File: src/rtl/result_serializer_pkg.sv
// Shared types and constants for the result serializer slice.
package result_serializer_pkg;

   localparam int DEF_INT_WIDTH     = 8;
   localparam int DEF_FRAC_WIDTH    = 8;
   localparam int DEF_SYSTOLIC_SIZE = 4;
   localparam int DEF_BUF_ENTRIES   = 2;

   localparam int DATA_W = DEF_INT_WIDTH + DEF_FRAC_WIDTH;
   localparam int IDX_W  = $clog2(DEF_SYSTOLIC_SIZE * DEF_SYSTOLIC_SIZE);

   typedef enum logic [1:0] {
      IDLE = 2'd0,
      HI   = 2'd1,
      LO   = 2'd2
   } ser_state_t;

   // One serialized element as it appears on send_msg.
   typedef struct packed {
      logic              last;
      logic [IDX_W-1:0]  idx;
      logic [DATA_W-1:0] data;
   } ser_msg_t;

   // Advance the in-tile element index, wrapping after the final element.
   function automatic logic [IDX_W-1:0] next_idx(input logic [IDX_W-1:0] idx,
                                                 input logic [IDX_W-1:0] last_idx);
      logic [IDX_W-1:0] nxt;
      if (idx == last_idx) begin
         nxt = {IDX_W{1'b0}};
      end else begin
         nxt = idx + {{(IDX_W-1){1'b0}}, 1'b1};
      end
      return nxt;
   endfunction

endpackage

File: src/rtl/result_fifo.sv
// Circular pair buffer with registered storage, registered handshake flags
// and no bypass: data pushed this cycle is visible on the output next cycle.
module result_fifo #(
   parameter int WIDTH = 32,
   parameter int DEPTH = 2
) (
   input  logic             clk,
   input  logic             reset,
   input  logic             in_val,
   output logic             in_rdy,
   input  logic [WIDTH-1:0] in_msg,
   output logic             out_val,
   input  logic             out_rdy,
   output logic [WIDTH-1:0] out_msg,
   output logic             empty_next
);

   localparam int PTR_W = (DEPTH > 1) ? $clog2(DEPTH) : 1;
   localparam int CNT_W = $clog2(DEPTH + 1);
   localparam logic [PTR_W-1:0] LAST_PTR = PTR_W'(DEPTH - 1);
   localparam logic [CNT_W-1:0] FULL_CNT = CNT_W'(DEPTH);

   logic [WIDTH-1:0] mem_r [DEPTH];
   logic [PTR_W-1:0] wr_ptr_r, rd_ptr_r, wr_ptr_next_s, rd_ptr_next_s;
   logic [CNT_W-1:0] count_r, count_next_s;
   logic             in_rdy_r, out_val_r, push_s, pop_s;

   // Handshake decode and next pointer / occupancy computation.
   always_comb begin
      push_s        = in_val && in_rdy_r;
      pop_s         = out_rdy && out_val_r;
      wr_ptr_next_s = wr_ptr_r;
      rd_ptr_next_s = rd_ptr_r;
      count_next_s  = count_r;
      if (push_s) begin
         wr_ptr_next_s = (wr_ptr_r == LAST_PTR) ? {PTR_W{1'b0}} : wr_ptr_r + {{(PTR_W-1){1'b0}}, 1'b1};
      end else begin
         wr_ptr_next_s = wr_ptr_r;
      end
      if (pop_s) begin
         rd_ptr_next_s = (rd_ptr_r == LAST_PTR) ? {PTR_W{1'b0}} : rd_ptr_r + {{(PTR_W-1){1'b0}}, 1'b1};
      end else begin
         rd_ptr_next_s = rd_ptr_r;
      end
      case ({push_s, pop_s})
         2'b10:   count_next_s = count_r + {{(CNT_W-1){1'b0}}, 1'b1};
         2'b01:   count_next_s = count_r - {{(CNT_W-1){1'b0}}, 1'b1};
         default: count_next_s = count_r;
      endcase
      empty_next = (count_next_s == {CNT_W{1'b0}});
   end

   // Pointer, occupancy and registered flag state.
   always_ff @(posedge clk or negedge reset) begin
      if (!reset) begin
         wr_ptr_r  <= {PTR_W{1'b0}};
         rd_ptr_r  <= {PTR_W{1'b0}};
         count_r   <= {CNT_W{1'b0}};
         in_rdy_r  <= 1'b0;
         out_val_r <= 1'b0;
      end else begin
         wr_ptr_r  <= wr_ptr_next_s;
         rd_ptr_r  <= rd_ptr_next_s;
         count_r   <= count_next_s;
         in_rdy_r  <= (count_next_s != FULL_CNT);
         out_val_r <= (count_next_s != {CNT_W{1'b0}});
      end
   end

   // Storage write; contents are don't-care until the slot is marked valid.
   always_ff @(posedge clk) begin
      if (push_s) begin
         mem_r[wr_ptr_r] <= in_msg;
      end
   end

   assign in_rdy  = in_rdy_r;
   assign out_val = out_val_r;
   assign out_msg = mem_r[rd_ptr_r];

endmodule

File: src/rtl/result_serializer.sv
// Splits buffered result pairs into single tagged elements (upper half first),
// numbering them within the output tile and flagging the tile's last element.
// Widths of the message struct come from the package, so parameter overrides
// must be mirrored there.
module result_serializer
   import result_serializer_pkg::*;
#(
   parameter int INT_WIDTH     = DEF_INT_WIDTH,
   parameter int FRAC_WIDTH    = DEF_FRAC_WIDTH,
   parameter int SYSTOLIC_SIZE = DEF_SYSTOLIC_SIZE,
   parameter int BUF_ENTRIES   = DEF_BUF_ENTRIES
) (
   input  logic                                                   clk,
   input  logic                                                   reset,
   input  logic                                                   recv_val,
   output logic                                                   recv_rdy,
   input  logic [2*(INT_WIDTH+FRAC_WIDTH)-1:0]                    recv_msg,
   output logic                                                   send_val,
   input  logic                                                   send_rdy,
   output logic [INT_WIDTH+FRAC_WIDTH+$clog2(SYSTOLIC_SIZE*SYSTOLIC_SIZE):0] send_msg,
   output logic                                                   busy
);

   localparam int W = INT_WIDTH + FRAC_WIDTH;
   localparam logic [IDX_W-1:0] LAST_IDX = IDX_W'(SYSTOLIC_SIZE * SYSTOLIC_SIZE - 1);

   ser_state_t       state_r, state_next_s;
   logic [2*W-1:0]   hold_r, hold_next_s;
   logic [IDX_W-1:0] idx_r, idx_next_s;
   logic             send_val_r, busy_r;
   ser_msg_t         msg_r, msg_next_s;

   logic             fifo_val_s, fifo_empty_next_s, pop_s;
   logic [2*W-1:0]   fifo_msg_s;

   result_fifo #(
      .WIDTH (2 * W),
      .DEPTH (BUF_ENTRIES)
   ) u_fifo (
      .clk        (clk),
      .reset      (reset),
      .in_val     (recv_val),
      .in_rdy     (recv_rdy),
      .in_msg     (recv_msg),
      .out_val    (fifo_val_s),
      .out_rdy    (pop_s),
      .out_msg    (fifo_msg_s),
      .empty_next (fifo_empty_next_s)
   );

   // Serializer next state, hold-register load, index advance and next output message.
   always_comb begin
      state_next_s = state_r;
      hold_next_s  = hold_r;
      idx_next_s   = idx_r;
      pop_s        = 1'b0;
      msg_next_s   = '0;
      case (state_r)
         IDLE: begin
            if (fifo_val_s) begin
               pop_s        = 1'b1;
               hold_next_s  = fifo_msg_s;
               state_next_s = HI;
            end else begin
               state_next_s = IDLE;
            end
         end
         HI: begin
            if (send_rdy) begin
               idx_next_s   = next_idx(idx_r, LAST_IDX);
               state_next_s = LO;
            end else begin
               state_next_s = HI;
            end
         end
         LO: begin
            if (send_rdy) begin
               idx_next_s = next_idx(idx_r, LAST_IDX);
               if (fifo_val_s) begin
                  pop_s        = 1'b1;
                  hold_next_s  = fifo_msg_s;
                  state_next_s = HI;
               end else begin
                  state_next_s = IDLE;
               end
            end else begin
               state_next_s = LO;
            end
         end
         default: begin
            state_next_s = IDLE;
         end
      endcase
      case (state_next_s)
         HI: begin
            msg_next_s.data = hold_next_s[2*W-1:W];
            msg_next_s.idx  = idx_next_s;
            msg_next_s.last = (idx_next_s == LAST_IDX);
         end
         LO: begin
            msg_next_s.data = hold_next_s[W-1:0];
            msg_next_s.idx  = idx_next_s;
            msg_next_s.last = (idx_next_s == LAST_IDX);
         end
         default: begin
            msg_next_s = '0;
         end
      endcase
   end

   // Serializer state and registered output stage.
   always_ff @(posedge clk or negedge reset) begin
      if (!reset) begin
         state_r    <= IDLE;
         hold_r     <= {(2*W){1'b0}};
         idx_r      <= {IDX_W{1'b0}};
         send_val_r <= 1'b0;
         msg_r      <= '0;
         busy_r     <= 1'b0;
      end else begin
         state_r    <= state_next_s;
         hold_r     <= hold_next_s;
         idx_r      <= idx_next_s;
         send_val_r <= (state_next_s != IDLE);
         msg_r      <= msg_next_s;
         busy_r     <= (!fifo_empty_next_s) || (state_next_s != IDLE);
      end
   end

   assign send_val = send_val_r;
   assign send_msg = msg_r;
   assign busy     = busy_r;

endmodule

File: config.mk
export PLATFORM = sky130hd
export DESIGN_NAME = result_serializer
export DESIGN_NICKNAME = d
export VERILOG_FILES = /design/src/rtl/result_serializer_pkg.sv /design/src/rtl/result_fifo.sv /design/src/rtl/result_serializer.sv
export SDC_FILE = /design/constraint.sdc
export NUM_CORES = 1
export LEC_CHECK = 0
export ABC_AREA = 1
export CAP_MARGIN = 20
export CORE_ASPECT_RATIO = 1.1
export CORE_MARGIN = 4
export CORE_UTILIZATION = 55
export CTS_CLUSTER_SIZE = 25
export DETAILED_ROUTE_END_ITERATION = 10
export PLACE_DENSITY = 0.76
export SLEW_MARGIN = 10
export SYNTH_ARGS = -nofsm -noshare
export SYNTH_HDL_FRONTEND = slang
export SYNTH_HIERARCHICAL = 1
export SYNTH_SLANG_ARGS = --single-unit
File: constraint.sdc
create_clock -name clk -period 2.73 [get_ports clk]
set_input_delay 0.546 -clock clk [delete_from_list [all_inputs] [get_ports clk]]
set_output_delay 0.546 -clock clk [all_outputs]
set_load 0.05 [all_outputs]
==> metrics.txt, run 1 <==
# TYPE chip_impl_metric gauge
chip_impl_metric{name="final.setup.worst_slack",unit="ps"} 509
chip_impl_info{name="layout.cells.most_common_list",value="sky130_fd_sc_hd__nand2_1 (241), sky130_fd_sc_hd__dfrtp_1 (67), sky130_fd_sc_hd__edfxtp_1 (64)"} 1
chip_impl_metric{name="dieArea",unit="um^2"} 11100
chip_impl_metric{name="reg2reg_slack",unit="ps"} 510
chip_impl_metric{name="globalRouteTotalUtil",unit=""} 0.209
chip_impl_metric{name="synthesis.yosys.warnings",unit=""} 6
chip_impl_metric{name="dp_hpwl",unit="mm"} 6.58
chip_impl_metric{name="slowest_delay",unit="ps"} 810
chip_impl_info{name="element_type_at_the_critical_path_end",value="primary output"} 1
chip_impl_metric{name="vdd_ir_drop_max",unit="uV"} 668
chip_impl_metric{name="ant_nets",unit=""} 0
chip_impl_info{name="run_status",value="finished clean"} 1
chip_impl_metric{name="finish.cell_count_without_fillers",unit=""} 694
chip_impl_metric{name="synthesis.instances",unit=""} 493
chip_impl_metric{name="initial_utilization",unit=""} 0.561
chip_impl_metric{name="rows",unit=""} 37
chip_impl_metric{name="clock_latency",unit="ps"} 500
chip_impl_metric{name="drt_first_iter_violations",unit=""} 239
chip_impl_metric{name="arrival",unit="ps"} 1680
chip_impl_metric{name="cts_htree_levels",unit=""} 4
chip_impl_metric{name="clkTransAtPathRegs",unit="ps"} 60
chip_impl_metric{name="synth_simple_gate_area_frac",unit=""} 0.220
chip_impl_info{name="worst_flop_to_flop_path_endpoint",value="send_msg[20]"} 1
chip_impl_metric{name="period_share",unit=""} 0.814
chip_impl_metric{name="maxCapViolations",unit=""} 0
chip_impl_metric{name="grt_start_max_net_pins",unit=""} 68
chip_impl_metric{name="gr-usage-met1",unit=""} 0.245
chip_impl_info{name="ctsRootBufferMaster",value="sky130_fd_sc_hd__clkbuf_8"} 1
chip_impl_info{name="synth_area_leader_cell",value="sky130_fd_sc_hd__edfxtp_1"} 1
chip_impl_info{name="dominant_combinational_cell_family_by_area_after_synthesis",value="simple AND/OR/NAND/NOR gates"} 1
chip_impl_info{name="timing.critical_path.slowest_stage_cell",value="sky130_fd_sc_hd__clkdlybuf4s50_1"} 1
chip_impl_info{name="grt.busiest_layer",value="met2"} 1
chip_impl_metric{name="grt_overflow",unit=""} 0
chip_impl_metric{name="max_slew_margin",unit=""} 0.573
chip_impl_metric{name="design.portCount",unit=""} 60
chip_impl_metric{name="dr_total_vias",unit=""} 3586
chip_impl_info{name="synthTopCellsByArea",value="sky130_fd_sc_hd__edfxtp_1 (37%), sky130_fd_sc_hd__dfrtp_1 (32%), sky130_fd_sc_hd__nand2_1 (17%), sky130_fd_sc_hd__nand3b_1 (2.3%), sky130_fd_sc_hd__ha_1 (2.2%)"} 1
chip_impl_metric{name="final_nets",unit=""} 609
chip_impl_metric{name="drive_above_1_share",unit=""} 0.0867
chip_impl_metric{name="dpl.cell_count",unit=""} 662
chip_impl_metric{name="route.detailed.vias_per_inst",unit=""} 5.17
chip_impl_metric{name="place_ws",unit="ps"} 177
chip_impl_metric{name="yosysUniqueCellTypes",unit=""} 22
chip_impl_metric{name="drc_violations_left",unit=""} 0
chip_impl_metric{name="synth-seq-cells",unit=""} 131
chip_impl_metric{name="grtUsageMet2",unit=""} 0.364
chip_impl_info{name="final_common_cell",value="sky130_fd_sc_hd__nand2_1"} 1
chip_impl_metric{name="die_width",unit="um"} 101
chip_impl_metric{name="static-leakage-power",unit="uW"} 0.00294
chip_impl_metric{name="grt_pass1_vias",unit=""} 3714
chip_impl_metric{name="fp.coreArea",unit="um^2"} 9310
chip_impl_metric{name="synth-compound-area-share",unit=""} 0.0230
chip_impl_info{name="timing.critical_path.cells",value="clkdlybuf4s50_1"} 1
chip_impl_info{name="cts_tree",value="yes"} 1
chip_impl_metric{name="clock_sink_count",unit=""} 131
chip_impl_metric{name="netlist.area_leader.share",unit=""} 0.368
chip_impl_metric{name="critical_path_rt",unit="ps"} 2180
chip_impl_metric{name="final-hold-violation-count",unit=""} 0
chip_impl_metric{name="max-clock-path-buffers",unit=""} 2
chip_impl_metric{name="cts-buffers-inserted",unit=""} 17
chip_impl_metric{name="timing_max_transition_violations_final",unit=""} 0
chip_impl_metric{name="post_syn_nets",unit=""} 538
chip_impl_metric{name="final-setup-viol-count",unit=""} 0
chip_impl_metric{name="min_period",unit="ps"} 2220
chip_impl_metric{name="flow.area_growth_from_synthesis",unit="%"} 24.3
chip_impl_metric{name="routedWlPerCell",unit="um"} 15.6
chip_impl_metric{name="ff2ff_path_depth",unit=""} 11
chip_impl_metric{name="critical_path_depth",unit=""} 1
chip_impl_metric{name="chipHeight",unit="um"} 110
chip_impl_metric{name="post_synth.cell_area_avg",unit="um^2"} 10.6
chip_impl_metric{name="grt_pass1_wl",unit="mm"} 17.4
chip_impl_metric{name="setup_tns",unit="ps"} 0
chip_impl_metric{name="grt_antenna_before_repair",unit=""} 0
chip_impl_metric{name="post_synth_fa_ha_maj_area_fraction",unit=""} 0.0216
chip_impl_metric{name="clock.fmax",unit="MHz"} 450
chip_impl_metric{name="yosysSeqAreaShare",unit=""} 0.690
chip_impl_metric{name="drtPass1Iterations",unit=""} 5
chip_impl_metric{name="grtUsageMet3",unit=""} 0.0491
chip_impl_metric{name="powerDensity",unit="nW/um^2"} 1290
chip_impl_info{name="start_kind",value="flip-flop"} 1
chip_impl_info{name="grt_setup_unrepaired",value="false"} 1
chip_impl_info{name="crit_family",value="buffers and inverters"} 1
chip_impl_metric{name="worst-path-buf-inv",unit=""} 1
chip_impl_metric{name="worstMarginPinSlew",unit="ps"} 639
chip_impl_metric{name="timing.clock.skew",unit="ps"} 7.76
chip_impl_metric{name="xor_xnor_fraction_of_synth_area",unit=""} 0.00503
chip_impl_info{name="worstSetupPathType",value="reg2out"} 1
chip_impl_metric{name="cts_hold_buffers",unit=""} 0
chip_impl_metric{name="final_wl",unit="mm"} 10.8
chip_impl_metric{name="number_of_buffer_cells_added_on_primary_ports",unit=""} 59
chip_impl_info{name="critical_path.reg2reg.startpoint",value="state_r[0]"} 1
chip_impl_metric{name="worst_path_maximum_fanout",unit=""} 1
chip_impl_info{name="hold_path_class",value="in2async"} 1
chip_impl_metric{name="postCtsSetupBuffers",unit=""} 0
chip_impl_metric{name="ctsResizeCount",unit=""} 0
chip_impl_metric{name="synthesis.area",unit="um^2"} 5220
chip_impl_metric{name="place.gp.congestion",unit=""} 0.775
chip_impl_metric{name="post_synth_mux_area_share",unit=""} 0
chip_impl_metric{name="num_antenna_cells",unit=""} 0
## cells in the mapped netlist
| library cell | count |
|---|---|
| sky130_fd_sc_hd__nand3b_1 | 16 |
| sky130_fd_sc_hd__nand3_2 | 1 |
| sky130_fd_sc_hd__inv_2 | 1 |
| sky130_fd_sc_hd__nand2_2 | 2 |
| sky130_fd_sc_hd__ha_1 | 9 |
| sky130_fd_sc_hd__o21ai_0 | 3 |
| sky130_fd_sc_hd__a21oi_1 | 18 |
| sky130_fd_sc_hd__nand2_1 | 241 |
| sky130_fd_sc_hd__nand2_4 | 1 |
| sky130_fd_sc_hd__o21bai_1 | 1 |
| sky130_fd_sc_hd__buf_2 | 9 |
| sky130_fd_sc_hd__nor2_1 | 10 |
| sky130_fd_sc_hd__o21a_1 | 1 |
| sky130_fd_sc_hd__edfxtp_1 | 64 |
| sky130_fd_sc_hd__buf_6 | 4 |
| sky130_fd_sc_hd__clkbuf_1 | 5 |
| sky130_fd_sc_hd__nand4_1 | 1 |
| sky130_fd_sc_hd__xor2_1 | 2 |
| sky130_fd_sc_hd__nand3_1 | 9 |
| sky130_fd_sc_hd__inv_1 | 27 |
| sky130_fd_sc_hd__xnor2_1 | 1 |
| sky130_fd_sc_hd__dfrtp_1 | 67 |
## metal layers
metal,part of all wire,wire [um]
met1,0.39,4230
met2,0.53,5700
met3,0.053,568
met4,0.030,322
met5,0,0
## report_power, final
part	leakage (uW)	internal, uW	total [uW]	switching (uW)
registers	0.00142	2750	2980	231
logic	0.00126	1030	3330	2300
clock network	0.000258	1210	2060	845
## worst max path at each step
stage | start | end | slack (ps)
after CTS | state_r[0] | send_msg[20] | 470
after detailed placement | send_rdy | send_msg[20] | 180
after global routing | state_r[0] | send_msg[20] | 310
after floorplan | u_fifo/in_rdy | u_fifo/mem_r[0][0] | 100
after global placement | send_rdy | send_msg[20] | 260
final | send_msg[4] | send_msg[4] | 510
## per-stage QoR
stage / util / area [um^2] / power, uW / hold WS, ps
after detailed placement: 0.639 / 5940 / 6280 / 455
after global placement: 0.639 / 5940 / 6130 / 450
after global routing: 0.697 / 6490 / 8930 / 54.1
after CTS: 0.697 / 6490 / 8410 / 49.5
after floorplan: - / 5220 / 5310 / 250
final: 0.697 / 6490 / 8370 / 47.8
## registers in the layout (all words and copies together), names as in the netlist
| register | cells |
|---|---|
| u_fifo/in_rdy | 1 |
| u_fifo/mem_r | 64 |
| state_r | 2 |
| u_fifo/out_val | 1 |
| send_val | 1 |
| hold_r | 32 |
| u_fifo/wr_ptr_r | 1 |
| u_fifo/rd_ptr_r | 1 |
| send_msg | 21 |
| idx_r | 4 |
| u_fifo/count_r | 2 |
| busy | 1 |
## cell type report
class	count	area (um^2)
multi-input combinational	316	1410
tap	117	146
timing repair buffer	70	681
clock inverter	14	128
fill	637	2820
inverter	28	105
clock buffer	18	418
sequential	131	3600
## kinds of logic after synthesis
group | Yosys count
adder cells (fa/ha/maj) | 9
buffers and inverters | 46
XOR/XNOR | 3
AND/OR/NAND/NOR | 281
AO/OA/AOI/OAI | 23
flip-flops | 131
Power figures use the tool's default switching activity.
==> inputs of run 2 (changes only) <==
==> constraint.sdc (replaced) <==
create_clock -name clk -period 2.3 [get_ports clk]
set_input_delay 0.46 -clock clk [delete_from_list [all_inputs] [get_ports clk]]
set_output_delay 0.46 -clock clk [all_outputs]
set_load 0.05 [all_outputs]
==> metrics.txt, run 2 (same netlist as run 1, synthesis figures left out) <==
# TYPE chip_impl_metric gauge
chip_impl_metric{name="final-hold-violation-count",unit=""} 0
chip_impl_metric{name="period_share",unit=""} 0.933
chip_impl_info{name="max_flop_register",value="u_fifo/mem_r"} 1
chip_impl_metric{name="grt_pass1_vias",unit=""} 3664
chip_impl_metric{name="grtUsageMet2",unit=""} 0.383
chip_impl_metric{name="final-setup-viol-count",unit=""} 0
chip_impl_metric{name="gr-usage-met1",unit=""} 0.241
chip_impl_metric{name="dr_total_vias",unit=""} 3621
chip_impl_metric{name="grt_overflow",unit=""} 0
chip_impl_metric{name="drt_first_iter_violations",unit=""} 265
chip_impl_metric{name="dpl.cell_count",unit=""} 666
chip_impl_info{name="worstSetupPathType",value="reg2out"} 1
chip_impl_metric{name="finish.cell_count_without_fillers",unit=""} 699
chip_impl_metric{name="max_slew_margin",unit=""} 0.591
chip_impl_metric{name="worst-path-buf-inv",unit=""} 1
chip_impl_info{name="critical_path.reg2reg.startpoint",value="state_r[0]"} 1
chip_impl_metric{name="vdd_ir_drop_max",unit="uV"} 934
chip_impl_metric{name="drc_violations_left",unit=""} 0
chip_impl_metric{name="static-leakage-power",unit="uW"} 0.00303
chip_impl_info{name="ctsRootBufferMaster",value="sky130_fd_sc_hd__clkbuf_8"} 1
chip_impl_info{name="crit_family",value="buffers and inverters"} 1
chip_impl_metric{name="powerDensity",unit="nW/um^2"} 1590
chip_impl_metric{name="worst_path_maximum_fanout",unit=""} 1
chip_impl_metric{name="grt_antenna_before_repair",unit=""} 0
chip_impl_info{name="timing.critical_path.slowest_stage_cell",value="sky130_fd_sc_hd__clkdlybuf4s50_1"} 1
chip_impl_info{name="timing.critical_path.cells",value="clkdlybuf4s50_1"} 1
chip_impl_metric{name="place.gp.congestion",unit=""} 0.806
chip_impl_metric{name="slowest_delay",unit="ps"} 810
chip_impl_metric{name="fill_cell_count",unit=""} 639
chip_impl_info{name="hold_path_class",value="reg2reg"} 1
chip_impl_info{name="start_kind",value="flip-flop"} 1
chip_impl_metric{name="grt_start_max_net_pins",unit=""} 68
chip_impl_metric{name="grt_pass1_wl",unit="mm"} 17.7
chip_impl_metric{name="maxCapViolations",unit=""} 0
chip_impl_metric{name="drtPass1Iterations",unit=""} 4
chip_impl_info{name="final_common_cell",value="sky130_fd_sc_hd__nand2_1"} 1
chip_impl_metric{name="die_width",unit="um"} 101
chip_impl_metric{name="clock_sink_count",unit=""} 131
chip_impl_info{name="grt.busiest_layer",value="met2"} 1
chip_impl_metric{name="rows",unit=""} 37
chip_impl_metric{name="number_of_buffer_cells_added_on_primary_ports",unit=""} 59
chip_impl_metric{name="cts-buffers-inserted",unit=""} 17
chip_impl_metric{name="fin_util",unit=""} 0.716
chip_impl_metric{name="clkTransAtPathRegs",unit="ps"} 60
chip_impl_metric{name="num_antenna_cells",unit=""} 0
chip_impl_metric{name="postCtsSetupBuffers",unit=""} 0
chip_impl_metric{name="clock_latency",unit="ps"} 500
chip_impl_metric{name="routedWlPerCell",unit="um"} 15.9
chip_impl_info{name="element_type_at_the_critical_path_end",value="primary output"} 1
chip_impl_metric{name="largest_register_ff_count",unit=""} 64
chip_impl_metric{name="clock.fmax",unit="MHz"} 466
chip_impl_metric{name="design.portCount",unit=""} 60
chip_impl_metric{name="route.detailed.vias_per_inst",unit=""} 5.18
chip_impl_metric{name="chipHeight",unit="um"} 110
chip_impl_metric{name="hold_path_cells",unit=""} 2
chip_impl_metric{name="final_wl",unit="mm"} 11.1
chip_impl_metric{name="grtUsageMet3",unit=""} 0.0579
chip_impl_info{name="min_to",value="hold_r[15]"} 1
chip_impl_info{name="worst_flop_to_flop_path_endpoint",value="send_msg[1]"} 1
chip_impl_metric{name="fp.coreArea",unit="um^2"} 9310
chip_impl_metric{name="drive_above_1_share",unit=""} 0.0928
chip_impl_metric{name="cts_htree_levels",unit=""} 4
chip_impl_metric{name="reg2reg_slack",unit="ps"} 320
chip_impl_metric{name="dieArea",unit="um^2"} 11100
chip_impl_info{name="layout.cells.most_common_list",value="sky130_fd_sc_hd__nand2_1 (241), sky130_fd_sc_hd__dfrtp_1 (67), sky130_fd_sc_hd__edfxtp_1 (64)"} 1
chip_impl_metric{name="timing_max_transition_violations_final",unit=""} 0
chip_impl_info{name="cts_tree",value="yes"} 1
chip_impl_metric{name="min_period",unit="ps"} 2150
chip_impl_info{name="run_status",value="finished clean"} 1
chip_impl_metric{name="flow.area_growth_from_synthesis",unit="%"} 27.6
chip_impl_info{name="min_from",value="hold_r[15]"} 1
chip_impl_metric{name="critical_path_rt",unit="ps"} 1840
chip_impl_metric{name="initial_utilization",unit=""} 0.561
chip_impl_metric{name="final_nets",unit=""} 614
chip_impl_metric{name="ff2ff_path_depth",unit=""} 10
chip_impl_info{name="grt_setup_unrepaired",value="false"} 1
chip_impl_metric{name="globalRouteTotalUtil",unit=""} 0.215
chip_impl_metric{name="dp_hpwl",unit="mm"} 6.89
chip_impl_metric{name="arrival",unit="ps"} 1690
chip_impl_metric{name="worstMarginPinSlew",unit="ps"} 612
chip_impl_metric{name="timing.clock.skew",unit="ps"} 8.91
chip_impl_metric{name="ant_nets",unit=""} 0
chip_impl_metric{name="max-clock-path-buffers",unit=""} 2
## run 2: changes by cell type in the layout (fill, tap and decap cells not counted), moves of 2 or more
| cell | before | now |
|---|---|---|
| sky130_fd_sc_hd__clkinv_4 | 2 | 4 |
| sky130_fd_sc_hd__bufinv_16 | 1 | 4 |
| sky130_fd_sc_hd__inv_6 | 4 | 1 |
| sky130_fd_sc_hd__buf_12 | 1 | 6 |
| sky130_fd_sc_hd__clkinvlp_4 | 4 | 0 |
## run 2: power by group
part / switching, uW / internal (uW) / leakage [uW]
Combinational: 2800 / 1460 / 0.00131
Clock: 966 / 1790 / 0.000306
Sequential: 290 / 3260 / 0.00142
## run 2: layout make-up
type                       count  area, um^2  share of cell area
tap                          117         146              0.0220
sequential                   131        3600               0.540
clock inverter                13         184              0.0276
timing repair buffer          75         783               0.118
clock buffer                  19         432              0.0648
multi-input combinational    316        1410               0.212
inverter                      28         105              0.0158
## run 2: routing by layer
metal	wire, um	vias up
met5	0	-
met4	284	0
met3	572	19
met2	5990	116
met1	4290	1759
li1	-	1727
## run 2: how the worst max path moves through the flow
stage                     cells after the start                 end          start  slack (ps)
final                                         1         send_msg[6]    send_msg[6]         150
after CTS                                     1         send_msg[6]    send_msg[6]         130
after detailed placement                      9        send_msg[17]       send_rdy          60
after floorplan                               2  u_fifo/mem_r[0][0]  u_fifo/in_rdy        -330
after global placement                        9        send_msg[17]       send_rdy         140
after global routing                          1        send_msg[11]   send_msg[11]         100
## run 2: through the flow
stage	power, uW	TNS, ps	hold slack, ps	setup WS [ps]	area [um^2]
after global routing	11300	0	502	96.0	6660
after detailed placement	7750	0	457	64.5	6030
after floorplan	6310	-20830	164	-325	5220
after CTS	10600	0	470	126	6660
after global placement	7550	0	453	137	6030
final	10600	0	473	155	6660
## run 2: repair_timing
action                                 CTS  global route
hold buffers                             1             0
endpoints found under the hold margin   67             0
gates resized for setup                  0             0
==> inputs of run 3 (changes only) <==
--- a/config.mk
+++ b/config.mk
@@ -10,9 +10,11 @@
 export CORE_ASPECT_RATIO = 1.1
 export CORE_MARGIN = 4
 export CORE_UTILIZATION = 55
+export CTS_CLUSTER_DIAMETER = 100
 export CTS_CLUSTER_SIZE = 25
 export DETAILED_ROUTE_END_ITERATION = 10
 export PLACE_DENSITY = 0.76
+export RECOVER_POWER = 100
 export SLEW_MARGIN = 10
 export SYNTH_ARGS = -nofsm -noshare
 export SYNTH_HDL_FRONTEND = slang
==> metrics.txt, run 3 (same netlist as run 1, synthesis figures left out) <==
# TYPE chip_impl_metric gauge
chip_impl_info{name="run_status",value="finished clean"} 1
chip_impl_metric{name="num_antenna_cells",unit=""} 0
chip_impl_metric{name="slowest_delay",unit="ps"} 880
chip_impl_metric{name="rows",unit=""} 37
chip_impl_metric{name="clkTransAtPathRegs",unit="ps"} 60
chip_impl_info{name="cts_tree",value="yes"} 1
chip_impl_metric{name="place_ws",unit="ps"} 64.5
chip_impl_metric{name="critical_path_rt",unit="ps"} 1840
chip_impl_metric{name="drive_above_1_share",unit=""} 0.0859
chip_impl_metric{name="period_share",unit=""} 0.956
chip_impl_metric{name="ctsResizeCount",unit=""} 0
chip_impl_info{name="timing.critical_path.slowest_stage_cell",value="sky130_fd_sc_hd__dlygate4sd3_1"} 1
chip_impl_info{name="layout.cells.most_common_list",value="sky130_fd_sc_hd__nand2_1 (242), sky130_fd_sc_hd__dfrtp_1 (67), sky130_fd_sc_hd__edfxtp_1 (64)"} 1
chip_impl_metric{name="route.detailed.vias_per_inst",unit=""} 5.22
chip_impl_metric{name="grt_antenna_before_repair",unit=""} 0
chip_impl_metric{name="dieArea",unit="um^2"} 11100
chip_impl_metric{name="worst-path-buf-inv",unit=""} 1
chip_impl_metric{name="grt_overflow",unit=""} 0
chip_impl_metric{name="worst_path_maximum_fanout",unit=""} 1
chip_impl_info{name="hold_path_class",value="reg2reg"} 1
chip_impl_metric{name="drtPass1Iterations",unit=""} 4
chip_impl_metric{name="powerDensity",unit="nW/um^2"} 1580
chip_impl_metric{name="largest_register_ff_count",unit=""} 64
chip_impl_metric{name="clock_latency",unit="ps"} 500
chip_impl_metric{name="grt_pass1_vias",unit=""} 3664
chip_impl_metric{name="finish.cell_count_without_fillers",unit=""} 699
chip_impl_metric{name="cts_htree_levels",unit=""} 4
chip_impl_metric{name="arrival",unit="ps"} 1740
chip_impl_metric{name="ant_nets",unit=""} 0
chip_impl_metric{name="final.setup.worst_slack",unit="ps"} 101
chip_impl_info{name="crit_family",value="buffers and inverters"} 1
chip_impl_metric{name="worstMarginPinSlew",unit="ps"} 1430
chip_impl_metric{name="clock.fmax",unit="MHz"} 455
chip_impl_metric{name="fp.coreArea",unit="um^2"} 9310
chip_impl_metric{name="grt_start_max_net_pins",unit=""} 68
chip_impl_metric{name="fill_cell_count",unit=""} 650
chip_impl_info{name="grt_setup_unrepaired",value="false"} 1
chip_impl_info{name="ctsRootBufferMaster",value="sky130_fd_sc_hd__clkbuf_8"} 1
chip_impl_metric{name="timing_max_transition_violations_final",unit=""} 0
chip_impl_metric{name="dpl_cell_area",unit="um^2"} 6030
chip_impl_metric{name="flow.area_growth_from_synthesis",unit="%"} 26.2
chip_impl_metric{name="max-clock-path-buffers",unit=""} 2
chip_impl_metric{name="initial_utilization",unit=""} 0.561
chip_impl_metric{name="clock_sink_count",unit=""} 131
chip_impl_metric{name="dp_hpwl",unit="mm"} 6.89
chip_impl_info{name="timing.critical_path.cells",value="dlygate4sd3_1"} 1
chip_impl_info{name="start_kind",value="flip-flop"} 1
chip_impl_metric{name="maxCapViolations",unit=""} 0
chip_impl_metric{name="chipHeight",unit="um"} 110
chip_impl_metric{name="grt_pass1_wl",unit="mm"} 17.7
chip_impl_metric{name="number_of_buffer_cells_added_on_primary_ports",unit=""} 59
chip_impl_metric{name="die_width",unit="um"} 101
chip_impl_metric{name="final_wl",unit="mm"} 11.0
chip_impl_metric{name="final-setup-viol-count",unit=""} 0
chip_impl_metric{name="max_slew_margin",unit=""} 0.0451
chip_impl_metric{name="post-route-cell-area",unit="um^2"} 6590
chip_impl_metric{name="place.gp.congestion",unit=""} 0.806
chip_impl_metric{name="globalRouteTotalUtil",unit=""} 0.215
chip_impl_metric{name="drc_violations_left",unit=""} 0
chip_impl_metric{name="routedWlPerCell",unit="um"} 15.8
chip_impl_metric{name="cts-buffers-inserted",unit=""} 17
chip_impl_metric{name="timing.clock.skew",unit="ps"} 9.15
chip_impl_metric{name="postCtsSetupBuffers",unit=""} 0
chip_impl_info{name="element_type_at_the_critical_path_end",value="primary output"} 1
chip_impl_metric{name="min_period",unit="ps"} 2200
chip_impl_info{name="worstSetupPathType",value="reg2out"} 1
chip_impl_metric{name="met2RoutedLength",unit="mm"} 5.94
chip_impl_info{name="final_common_cell",value="sky130_fd_sc_hd__nand2_1"} 1
chip_impl_metric{name="drt_first_iter_violations",unit=""} 236
chip_impl_metric{name="route.layer.met1.wl",unit="mm"} 4.24
chip_impl_metric{name="overall_power",unit="uW"} 10400
chip_impl_metric{name="static-leakage-power",unit="uW"} 0.00307
chip_impl_metric{name="design.portCount",unit=""} 60
chip_impl_metric{name="dpl.cell_count",unit=""} 666
chip_impl_metric{name="vdd_ir_drop_max",unit="uV"} 927
chip_impl_info{name="max_flop_register",value="u_fifo/mem_r"} 1
chip_impl_metric{name="final-hold-violation-count",unit=""} 0
chip_impl_metric{name="final_nets",unit=""} 614
chip_impl_metric{name="route.met3.wl",unit="um"} 626
chip_impl_metric{name="dr_total_vias",unit=""} 3646
chip_impl_info{name="top_layer",value="met4"} 1
chip_impl_metric{name="cts_hold_buffers",unit=""} 1
[run 3: worst min-delay path: stages (launching register included)]
cell and delay, ps:
sky130_fd_sc_hd__dfrtp_1 320, sky130_fd_sc_hd__nand2_1 50, sky130_fd_sc_hd__nand2_1 70
[run 3: area by class of cell]
class / instances / area (um^2) / share of cell area
well taps: 117 / 146 / 0.0222
inverters: 28 / 105 / 0.0160
multi-input cells: 316 / 1400 / 0.213
clock inverters: 13 / 184 / 0.0279
repair buffers: 75 / 716 / 0.109
flip-flops and latches: 131 / 3600 / 0.546
clock buffers: 19 / 432 / 0.0656
[run 3: stage by stage]
step / setup TNS (ps) / util / hold slack (ps)
2_1_floorplan: -20830 / - / 164
3_3_place_gp: 0 / 0.649 / 453
3_5_place_dp: 0 / 0.649 / 457
4_1_cts: 0 / 0.716 / 470
5_1_grt: 0 / 0.708 / 502
6_report: 0 / 0.708 / 472
[run 3: final timing paths]
check,startpoint,end,slack [ps],cells after the start
worst max-delay path,send_msg[6],send_msg[6],100,1
worst min-delay path,hold_r[15],hold_r[15],470,2
worst max register to register,state_r[0],send_msg[2],260,10
worst min register to register,hold_r[15],hold_r[15],470,2
max in group asynchronous,reset,hold_r[0],490,3
min in group asynchronous,reset,send_val,940,3
[run 3: per-layer routing]
metal / track usage / vias up
met5: 0 / -
met4: 0.0914 / 0
met3: 0.0579 / 19
met2: 0.383 / 135
met1: 0.241 / 1764
li1: - / 1728
[run 3: report_power, final]
group	leakage [uW]	internal (uW)	switching (uW)
Sequential	0.00142	3270	285
Clock	0.000306	1790	967
Combinational	0.00134	1300	2780
